==> src/rtl/alu_pkg.sv <==
// Shared definitions for the pipelined add/subtract unit: op encodings, flag bundle, op decode helpers.
// Latency: none (definitions only).
// Backpressure: not applicable.
package alu_pkg;

    // op encoding as driven by the decode/operand stage
    localparam logic [1:0] OP_ADDA = 2'b00;  // arithmetic (signed) add
    localparam logic [1:0] OP_SUBA = 2'b01;  // arithmetic (signed) subtract
    localparam logic [1:0] OP_ADDL = 2'b10;  // logical (unsigned) add
    localparam logic [1:0] OP_SUBL = 2'b11;  // logical (unsigned) subtract

    typedef struct packed {
        logic of;
        logic sf;
        logic zf;
    } flags_t;

    function automatic logic is_sub(input logic [1:0] op);
        return op[0];
    endfunction

    function automatic logic is_logical(input logic [1:0] op);
        return op[1];
    endfunction

endpackage

==> src/rtl/addsub_stage.sv <==
// One CHUNK-bit slice of the split carry chain: adds a + b + cin and registers sum slice and carry out.
// Latency: 1 cycle.
// Backpressure: registers load only while en is high, otherwise hold.
//
// Ports: clk, rst_n (async active-low), en (pipe advance), a/b slices, cin,
//        sum (registered slice), cout (registered carry out of the slice).
module addsub_stage #(
    parameter int CHUNK = 8
) (
    input  logic             clk,
    input  logic             rst_n,
    input  logic             en,
    input  logic [CHUNK-1:0] a,
    input  logic [CHUNK-1:0] b,
    input  logic             cin,
    output logic [CHUNK-1:0] sum,
    output logic             cout
);

    logic [CHUNK:0] total;

    assign total = {1'b0, a} + {1'b0, b} + {{CHUNK{1'b0}}, cin};

    always_ff @(posedge clk or negedge rst_n) begin
        if (!rst_n) begin
            sum  <= '0;
            cout <= 1'b0;
        end else if (en) begin
            sum  <= total[CHUNK-1:0];
            cout <= total[CHUNK];
        end
    end

endmodule

==> src/rtl/addsub_pipe.sv <==
// Pipelined add/subtract unit with OF/SF/ZF flags; carry chain cut into CHUNK-bit slices, one per stage.
// Latency: STAGES = WIDTH/CHUNK cycles from accept to out_valid, plus one per stall cycle.
// Backpressure: the whole pipe advances together when !out_valid | out_ready; in_ready mirrors that.
//
// Ports: clk, rst_n (async active-low); in_valid/in_ready, op, a, b (input beat);
//        out_valid/out_ready, s, of, sf, zf (result beat).
// Optional feature macro ADDSUB_PIPE_SAT_EN: adds input sat; overflowing results clamp when sat=1.
module addsub_pipe
    import alu_pkg::*;
#(
    parameter int WIDTH = 16,
    parameter int CHUNK = 8
) (
    input  logic             clk,
    input  logic             rst_n,
    input  logic             in_valid,
    output logic             in_ready,
    input  logic [1:0]       op,
    input  logic [WIDTH-1:0] a,
    input  logic [WIDTH-1:0] b,
`ifdef ADDSUB_PIPE_SAT_EN
    input  logic             sat,
`endif
    output logic             out_valid,
    input  logic             out_ready,
    output logic [WIDTH-1:0] s,
    output logic             of,
    output logic             sf,
    output logic             zf
);

    localparam int SAFE_CHUNK = (CHUNK < 1) ? 1 : CHUNK;
    localparam int STAGES     = (WIDTH / SAFE_CHUNK < 1) ? 1 : WIDTH / SAFE_CHUNK;
    localparam int LAST       = STAGES - 1;
    localparam bit BAD_CFG    = (CHUNK < 1) || ((WIDTH % SAFE_CHUNK) != 0);

    generate
        if (BAD_CFG) begin : g_bad_cfg
            $error("addsub_pipe: WIDTH must be a non-zero multiple of CHUNK and CHUNK >= 1");
        end
    endgenerate

    logic                              adv;
    logic                              sat_in;
    logic [WIDTH-1:0]                  b_eff;

    // Per-stage pipeline state. a_q/b_q are the operand skew registers (upper
    // slices still waiting for their stage), lo_q is the deskew register
    // holding result slices already produced by earlier stages.
    logic [STAGES-1:0]                 vld_q;
    logic [STAGES-1:0][1:0]            op_q;
    logic [STAGES-1:0]                 sat_q;
    logic [STAGES-1:0][WIDTH-1:0]      a_q;
    logic [STAGES-1:0][WIDTH-1:0]      b_q;
    logic [STAGES-1:0][WIDTH-1:0]      lo_q;

    // Slice adder inputs and registered outputs.
    logic [STAGES-1:0][CHUNK-1:0]      st_a;
    logic [STAGES-1:0][CHUNK-1:0]      st_b;
    logic [STAGES-1:0]                 st_cin;
    logic [STAGES-1:0][CHUNK-1:0]      sum_q;
    logic [STAGES-1:0]                 cout_q;

    // Final-stage result and flag logic.
    logic [WIDTH-1:0]                  s_raw;
    logic [WIDTH-1:0]                  s_fin;
    logic                              msb_cin;
    logic                              of_raw;
    flags_t                            flags;

`ifdef ADDSUB_PIPE_SAT_EN
    assign sat_in = sat;
`else
    assign sat_in = 1'b0;
`endif

    assign out_valid = vld_q[LAST];
    assign adv       = !out_valid || out_ready;
    assign in_ready  = adv;

    // Subtraction is a + ~b + 1; the +1 enters as carry-in of slice 0.
    assign b_eff = is_sub(op) ? ~b : b;

    always_comb begin
        st_a      = '0;
        st_b      = '0;
        st_cin    = '0;
        st_a[0]   = a[CHUNK-1:0];
        st_b[0]   = b_eff[CHUNK-1:0];
        st_cin[0] = is_sub(op);
        for (int k = 1; k < STAGES; k++) begin
            st_a[k]   = a_q[k-1][k*CHUNK +: CHUNK];
            st_b[k]   = b_q[k-1][k*CHUNK +: CHUNK];
            st_cin[k] = cout_q[k-1];
        end
    end

    generate
        for (genvar k = 0; k < STAGES; k++) begin : g_stage
            addsub_stage #(
                .CHUNK (CHUNK)
            ) u_stage (
                .clk   (clk),
                .rst_n (rst_n),
                .en    (adv),
                .a     (st_a[k]),
                .b     (st_b[k]),
                .cin   (st_cin[k]),
                .sum   (sum_q[k]),
                .cout  (cout_q[k])
            );
        end
    endgenerate

    // Control, skew and deskew registers move in lockstep with the slice
    // adders. Data registers load on every advance, so bubbles carry stale
    // data that is never exposed (outputs are gated by out_valid).
    always_ff @(posedge clk or negedge rst_n) begin
        if (!rst_n) begin
            vld_q <= '0;
            op_q  <= '0;
            sat_q <= '0;
            a_q   <= '0;
            b_q   <= '0;
            lo_q  <= '0;
        end else if (adv) begin
            vld_q[0] <= in_valid;
            op_q[0]  <= op;
            sat_q[0] <= sat_in;
            a_q[0]   <= a;
            b_q[0]   <= b_eff;
            lo_q[0]  <= '0;
            for (int k = 1; k < STAGES; k++) begin
                vld_q[k] <= vld_q[k-1];
                op_q[k]  <= op_q[k-1];
                sat_q[k] <= sat_q[k-1];
                a_q[k]   <= a_q[k-1];
                b_q[k]   <= b_q[k-1];
                lo_q[k]  <= lo_q[k-1] | (WIDTH'(sum_q[k-1]) << ((k-1) * CHUNK));
            end
        end
    end

    assign s_raw = lo_q[LAST] | (WIDTH'(sum_q[LAST]) << (LAST * CHUNK));

    // Carry into the MSB recovered from the MSB sum bit: sum = a ^ b ^ cin.
    assign msb_cin = a_q[LAST][WIDTH-1] ^ b_q[LAST][WIDTH-1] ^ s_raw[WIDTH-1];

    always_comb begin
        of_raw = 1'b0;
        s_fin  = s_raw;
        if (is_logical(op_q[LAST])) begin
            // unsigned: carry out for add, borrow (= no carry) for subtract
            of_raw = is_sub(op_q[LAST]) ? !cout_q[LAST] : cout_q[LAST];
        end else begin
            of_raw = msb_cin ^ cout_q[LAST];
        end
`ifdef ADDSUB_PIPE_SAT_EN
        if (sat_q[LAST] && of_raw) begin
            if (is_logical(op_q[LAST])) begin
                s_fin = is_sub(op_q[LAST]) ? '0 : '1;
            end else begin
                // A signed overflow flips the sign bit, so a negative-looking
                // wrapped result means the true result was positive.
                s_fin = s_raw[WIDTH-1] ? {1'b0, {(WIDTH-1){1'b1}}}
                                       : {1'b1, {(WIDTH-1){1'b0}}};
            end
        end
`endif
    end

    always_comb begin
        flags.of = out_valid && of_raw;
        flags.sf = out_valid && s_fin[WIDTH-1];
        flags.zf = out_valid && (s_fin == '0);
    end

    assign s  = out_valid ? s_fin : '0;
    assign of = flags.of;
    assign sf = flags.sf;
    assign zf = flags.zf;

    // Skew/deskew bits outside a stage's live window are intentionally unread.
    logic unused_pipe_bits;
    assign unused_pipe_bits = ^{a_q, b_q, lo_q, sat_q};

endmodule

==> config.mk <==
export PLATFORM = sky130hd
export DESIGN_NAME = addsub_pipe
export DESIGN_NICKNAME = d
export VERILOG_FILES = /design/src/rtl/alu_pkg.sv /design/src/rtl/addsub_stage.sv /design/src/rtl/addsub_pipe.sv
export SDC_FILE = /design/constraint.sdc
export NUM_CORES = 1
export LEC_CHECK = 0
export BUFFER_PORTS_ARGS = -buffer_cell sky130_fd_sc_hd__buf_2
export CORE_MARGIN = 4
export CORE_UTILIZATION = 45
export CTS_BUF_LIST = sky130_fd_sc_hd__clkbuf_8
export CTS_CLUSTER_DIAMETER = 100
export DETAILED_ROUTE_END_ITERATION = 7
export PLACE_DENSITY_LB_ADDON = 0.05
export SETUP_SLACK_MARGIN = 0.1
export SLEW_MARGIN = 20
export SYNTH_ARGS = -nofsm -noshare
export SYNTH_HDL_FRONTEND = slang
export SYNTH_SLANG_ARGS = --single-unit
==> constraint.sdc <==
create_clock -name clk -period 2.6 [get_ports clk]
set_input_delay 0.13 -clock clk [delete_from_list [all_inputs] [get_ports clk]]
set_output_delay 0.13 -clock clk [all_outputs]
set_load 0.01 [all_outputs]
==> flow_metrics.tcl, run 1 <==
set metrics [dict create \
    post_cts_resized 0 \
    post-place-cells 434 \
    grt_pass1_wl_mm 9.528 \
    ys_types 38 \
    fin_cells 443 \
    gp_congestion 0.8422 \
    yosys_most_used_dff "dfrtp_1" \
    start_util_pct 46.87 \
    grt_max_degree 60 \
    rows 28 \
    path_class "reg -> reg" \
    fin_tns_setup_ns 0 \
    yosys_warnings 0 \
    fmax_mhz 443.9 \
    vias 2146 \
    post-place-ws_ns 0.3711 \
    ys_ff_latch 50 \
    synth_top_area_share_pct 44.56 \
    final_antenna_net_count 0 \
    dp_hpwl_mm 4.127 \
    peakVddDrop_v 0.0003636 \
    synth_area_leaders "dfrtp_1 45%, nand2_1 13%, ha_1 6.2%, o21ai_0 4.6%, xnor2_1 4.1%" \
    yosysMostFrequentCell "nand2_1" \
    skew_ns 0.008928 \
    drc 0 \
    maxCapViolCount 0 \
    wl_per_cell_um 12.23 \
    cp-start-kind "register" \
    antenna_found_initial 0 \
    ios 59 \
    hold_class "in -> reg" \
    die_y_um 86.99 \
    report.final.slew_viol_count 0 \
    cts-root-buf "clkbuf_8" \
    run_status "complete, no violations" \
    clkSinkCount 50 \
    netlist_area_um2 2808 \
    fillers 581 \
    cp_max_fo 3 \
    htreeDepth 2 \
    worstPathRequired_ns 2.79 \
    maxSlewHeadroom_pct 55.45 \
    finalWorstSetupSlack_ns 0.3471 \
    final_core_util_pct 54.41 \
    worstPathArrival_ns 2.44 \
    tightest_slew_ns 0.6682 \
    fin_crit_sh_pct 86.65 \
    powerDensity_nw_per_um2 775.0 \
    clock_latency_ns 0.30 \
    async_reset_ff_share_pct 100.0 \
    fin_area_um2 3259 \
    die_w_um 86.99 \
    ys_top_cells_by_count "94 x nand2_1, 50 x dfrtp_1, 26 x o21ai_0" \
    power.total_mw 2.526 \
    io_buffers 58 \
    endpoint_kind "register" \
    yosys.area.top_type "dfrtp_1" \
    avgSynthCellArea_um2 8.999 \
    cts_tree "yes" \
    grt_setup_unrepaired "false" \
    grt_remaining_overflow 0 \
    syn-num-nets 367 \
    layout.nets 422 \
    finalSetupViolations 0 \
    die-area_um2 7567 \
    synth_edf_count 0 \
    min_period_ns 2.253 \
    first_pass_iters 4 \
    drt_wl_total_mm 5.416 \
    syn_inst 312 \
    antenna-diode-count 0 \
    place_area_um2 3139 \
    path_clk_slew_ns 0.09 \
    hold_viol_final 0 \
    p_leak_nw 1.622 \
    drt_iter0_drc 79 \
    grt_pass1_vias 2058 \
    coreArea_um2 5991 \
    clockBufferDepth 2 \
    fin_hold_ws_ns 0.01878 \
    final_layout_size_suffix_gt1_share_pct 20.11 \
    groute.usage.overall_pct 15.86 \
    cts_buffers 5 \
    area_growth_pct 16.09 \
    vias_per_cell 4.844 \
    synth_seq_area_share_pct 44.56 \
]
==> worst max-delay path, stage by stage (launching register included) <==
cell     delay [ns]
dfrtp_1        0.41
fa_1           0.48
fa_1           0.42
a21oi_1        0.19
o21ai_0        0.14
o31a_1         0.27
o21ai_0        0.15
a21oi_1        0.09
==> power by group <==
group / switching, mW / total (mW) / internal (mW)
Sequential: 0.155 / 1.13 / 0.976
Clock: 0.255 / 0.539 / 0.283
Combinational: 0.456 / 0.856 / 0.401
==> per-layer routing <==
| metal | vias to the layer above | track usage (%) | share of wire [%] |
|---|---|---|---|
| met5 | - | 0 | 0 |
| met4 | 0 | 5.524 | 1.4 |
| met3 | 5 | 3.311 | 5.8 |
| met2 | 50 | 23.74 | 40 |
| met1 | 952 | 22.75 | 52 |
| li1 | 1139 | - | - |
==> cells by family (layout without fill, tap and decap cells) <==
group                    count (synthesis)  in the layout  share of synthesized area, %
XOR/XNOR                                26             26                         8.111
flip-flops                              50             50                         44.56
buffers and inverters                   21             77                         4.011
AND/OR/NAND/NOR                        137            137                         21.12
adder cells (fa/ha/maj)                 17             17                         8.378
AO/OA/AOI/OAI                           59             59                         12.92
multiplexers                             2              2                        0.8911
==> state kept, by name, summed over array words and instances, names as in the netlist <==
signal,flops
g_stage.u_stage.sum,16
a_q,9
b_q,9
lo_q,8
op_q,4
g_stage.u_stage.cout,2
vld_q,2
==> timing repair <==
action	in CTS	in global routing
setup buffers	0	0
hold endpoints to repair	29	0
hold buffers	1	0
==> layout by cell type (no fill, tap or decap), drive strengths merged, types with 3 or more instances in the layout <==
master,n
nand2,94
buf,62
dfrtp,50
o21ai,28
and2,17
nor2,14
ha,14
xor2,13
xnor2,13
a21oi,10
inv,7
a211oi,5
clkbuf,5
a21o,4
nor4,3
o21a,3
o31a,3
fa,3
==> worst paths after layout <==
| check | endpoint | cells past startpoint | from | slack [ns] |
|---|---|---|---|---|
| max in group asynchronous | g_stage[1].u_stage.sum[3] | 3 | rst_n | 1.47 |
| worst min-delay path | op_q[1] | 3 | op[1] | 0.02 |
| worst max-delay path | g_stage[1].u_stage.cout | 7 | a_q[8] | 0.35 |
| min in group asynchronous | op_q[2] | 2 | rst_n | 0.39 |
| worst min register to register | vld_q[0] | 2 | vld_q[0] | 0.47 |
| worst max register to register | g_stage[1].u_stage.cout | 7 | a_q[8] | 0.35 |
==> layout make-up <==
| cell class | instances | area [um^2] | area share, % |
|---|---|---|---|
| clock inverter | 3 | 41.29 | 1.267 |
| tap | 75 | 93.84 | 2.879 |
| multi-input combinational | 241 | 1451 | 44.53 |
| timing repair buffer | 63 | 330.3 | 10.13 |
| inverter | 6 | 22.52 | 0.6910 |
| clock buffer | 5 | 68.82 | 2.111 |
| sequential | 50 | 1251 | 38.39 |
(Power assumes the default switching activity.)
==> run 2: changes to the inputs <==
--- a/config.mk
+++ b/config.mk
@@ -16,4 +16,5 @@
 export SLEW_MARGIN = 20
 export SYNTH_ARGS = -nofsm -noshare
 export SYNTH_HDL_FRONTEND = slang
+export SYNTH_HIERARCHICAL = 1
 export SYNTH_SLANG_ARGS = --single-unit
==> run 2 against run 1 <==
Area after synthesis up 8.0%. Sequential share of layout area down 2.5 points. Sequential power about the same. Critical path depth down 1. Non-clock buffer count up 1. Synthesized cell count down 11%. Fmax up 3.8%. Clock skew down 0.0014 ns. Worst hold slack better by 0.032 ns. Final area up 6.9%. Total power up 6.6%. Critical path type unchanged. Largest cell class unchanged. Largest power group unchanged.
==> flow_metrics.tcl, run 2 <==
set metrics [dict create \
    yosys_warnings 6 \
    timing.critical_path.buf_inv 0 \
    final_antenna_net_count 0 \
    powerDensity_nw_per_um2 772.5 \
    vias 2188 \
    async_reset_ff_share_pct 100.0 \
    area_growth_pct 14.94 \
    layout.nets 389 \
    maxCapViolCount 0 \
    tightest_slew_ns 0.4940 \
    drt_iter0_drc 71 \
    p_switching_mw 0.9208 \
    final_common_cell "buf_2" \
    synth_top_area_share_pct 41.27 \
    power_frac_clock_pct 20.2 \
    groute.usage.overall_pct 15.67 \
    io_buffers 58 \
    clockBufferDepth 2 \
    syn_inst 278 \
    report.final.slew_viol_count 0 \
    regMostFlops "g_stage.u_stage/sum" \
    seq_power_share_pct 42.5 \
    min_period_ns 2.170 \
    cp_top_family "adder cells" \
    ys_types 39 \
    post_cts_resized 0 \
    die-area_um2 8114 \
    cts_buffers 5 \
    finalSetupViolations 0 \
    drc 0 \
    final_cell_mix "58 x buf_2, 50 x dfrtp_1, 25 x mux2_2, 21 x a21oi_1" \
    p_int_mw 1.771 \
    grt_pass1_vias 2149 \
    yosysMostFrequentCell "dfrtp_1" \
    path_class "reg -> reg" \
    antenna_found_initial 0 \
    worst_path_most_repeated_cell "fa_1" \
    worstPathArrival_ns 2.36 \
    combPwrFrac_pct 37.2 \
    antenna-diode-count 0 \
    gp_congestion 0.7501 \
    first_pass_iters 4 \
    grt_setup_unrepaired "false" \
    path_clk_slew_ns 0.09 \
    grt_pass1_wl_mm 10.49 \
    worstPathRequired_ns 2.79 \
    yosys_most_used_dff "dfrtp_1" \
    fin_crit_sh_pct 83.45 \
    start_util_pct 46.94 \
    path_cells "fa_1 > fa_1 > a211oi_1 > o21bai_2 > o21ai_1 > a21oi_1" \
    run_status "complete, no violations" \
    cts-root-buf "clkbuf_8" \
    die_w_um 90.08 \
    die_y_um 90.08 \
    cts_tree "yes" \
    maxSlewHeadroom_pct 67.07 \
    endpoint_kind "register" \
    vias_per_cell 5.324 \
    grt_remaining_overflow 0 \
    fin_hold_ws_ns 0.05040 \
    hold_viol_final 0 \
    clock_latency_ns 0.30 \
    ys_ff_latch 50 \
    netlist_area_um2 3032 \
    largestRegisters "g_stage.u_stage/sum: 16 flops, a_q: 9 flops, b_q: 9 flops" \
    largest_reg_flops 16 \
    slowest_delay_ns 0.50 \
    wl_per_cell_um 14.82 \
    fillers 605 \
    drt_wl_total_mm 6.093 \
    fmax_mhz 460.9 \
    syn-num-nets 334 \
    peakVddDrop_v 0.0002774 \
    rows 29 \
    clkSinkCount 50 \
    cp_max_fo 3 \
    synth_seq_area_share_pct 41.27 \
    ys_top_cells_by_count "50 x dfrtp_1, 25 x mux2_2, 21 x a21oi_1" \
    switching_share_pct 34.21 \
    coreArea_um2 6459 \
    htreeDepth 2 \
    fin_tns_setup_ns 0 \
    ios 59 \
    avgSynthCellArea_um2 10.91 \
    grt_max_degree 53 \
    cp-start-kind "register" \
    skew_ns 0.007568 \
    hold_class "in -> reg" \
    yosys.area.top_type "dfrtp_1" \
    synth_edf_count 0 \
    cpMaxStageDelayCell "fa_1" \
    dp_hpwl_mm 4.476 \
    p_leak_nw 1.558 \
    synth_area_leaders "dfrtp_1 41%, mux2_2 9.3%, ha_1 5.8%, a21oi_1 3.5%, and2_1 3.3%" \
    final_layout_size_suffix_gt1_share_pct 32.63 \
]
==> run 2: cells by family (layout without fill, tap and decap cells) <==
| group | after synthesis | after routing | share of synthesized area, % |
|---|---|---|---|
| AOI/OAI and AO/OA | 65 | 65 | 14.24 |
| xor gates and xnor gates | 21 | 21 | 6.067 |
| adders and majority gates | 18 | 18 | 8.419 |
| buffers and inverters | 22 | 78 | 4.209 |
| DFF | 50 | 50 | 41.27 |
| muxes | 33 | 33 | 12.09 |
| and+or+nand+nor | 69 | 69 | 13.70 |
==> run 2: path summary, 6_finish.rpt <==
path,startpoint,to,slack [ns],depth (start not counted)
hold / removal,a[15],a_q[15],0.05,2
max in group asynchronous,rst_n,g_stage[0].u_stage/sum[3],1.57,3
hold reg to reg,g_stage[0].u_stage/sum[1],g_stage[0].u_stage/sum[1],0.49,1
setup / recovery,a_q[8],g_stage[1].u_stage/cout,0.43,6
min in group asynchronous,rst_n,b_q[15],0.26,2
setup reg to reg,a_q[8],g_stage[1].u_stage/cout,0.43,6
==> run 2: routing by layer <==
metal,vias up,track usage [%],wire (um)
met5,-,0,0
met4,0,4.209,61
met3,7,3.840,302
met2,46,24.27,2760
met1,1029,21.95,2969
li1,1106,-,-
==> run 2: worst reg2reg max path, cell delays in order (launching register included) <==
cell      delay (ns)
dfrtp_1         0.41
fa_1            0.50
fa_1            0.45
a211oi_1        0.36
o21bai_2        0.14
o21ai_1         0.13
a21oi_1         0.08
==> run 2: timing repair <==
action | CTS | global route
setup buffers | 0 | 0
hold endpoints to repair | 16 | 0
hold buffers | 1 | 0
==> run 2: power groups by stage <==
stage / Combinational [mW] / Clock [mW] / Sequential (mW)
2_1_floorplan: 0.762 / 0 / 1.10
3_3_place_gp: 1.00 / 0 / 1.15
3_5_place_dp: 1.01 / 0 / 1.16
4_1_cts: 1.02 / 0.557 / 1.15
5_1_grt: 1.13 / 0.594 / 1.18
6_report: 1.00 / 0.545 / 1.14
==> run 2: metrics by stage <==
stage | area, um^2 | power, mW | cells | setup slack [ns] | util, %
final | 3485 | 2.692 | 411 | 0.4303 | 53.95
after global routing | 3485 | 2.900 | 411 | 0.2998 | 53.95
after CTS | 3485 | 2.723 | 411 | 0.4240 | 53.95
after detailed placement | 3366 | 2.176 | 402 | 0.4269 | 52.11
after global placement | 3366 | 2.158 | 402 | 0.4402 | 52.11
after floorplan | 3032 | 1.866 | 278 | 0.3311 | -
==> run 2: cell type report <==
class | count | area, um^2 | area share (%)
inverters | 6 | 22.52 | 0.6463
clock inverters | 3 | 40.04 | 1.149
multi-input cells | 206 | 1655 | 47.50
well taps | 77 | 96.34 | 2.765
flip-flops and latches | 50 | 1251 | 35.91
clock buffers | 5 | 68.82 | 1.975
repair buffers | 64 | 350.3 | 10.05
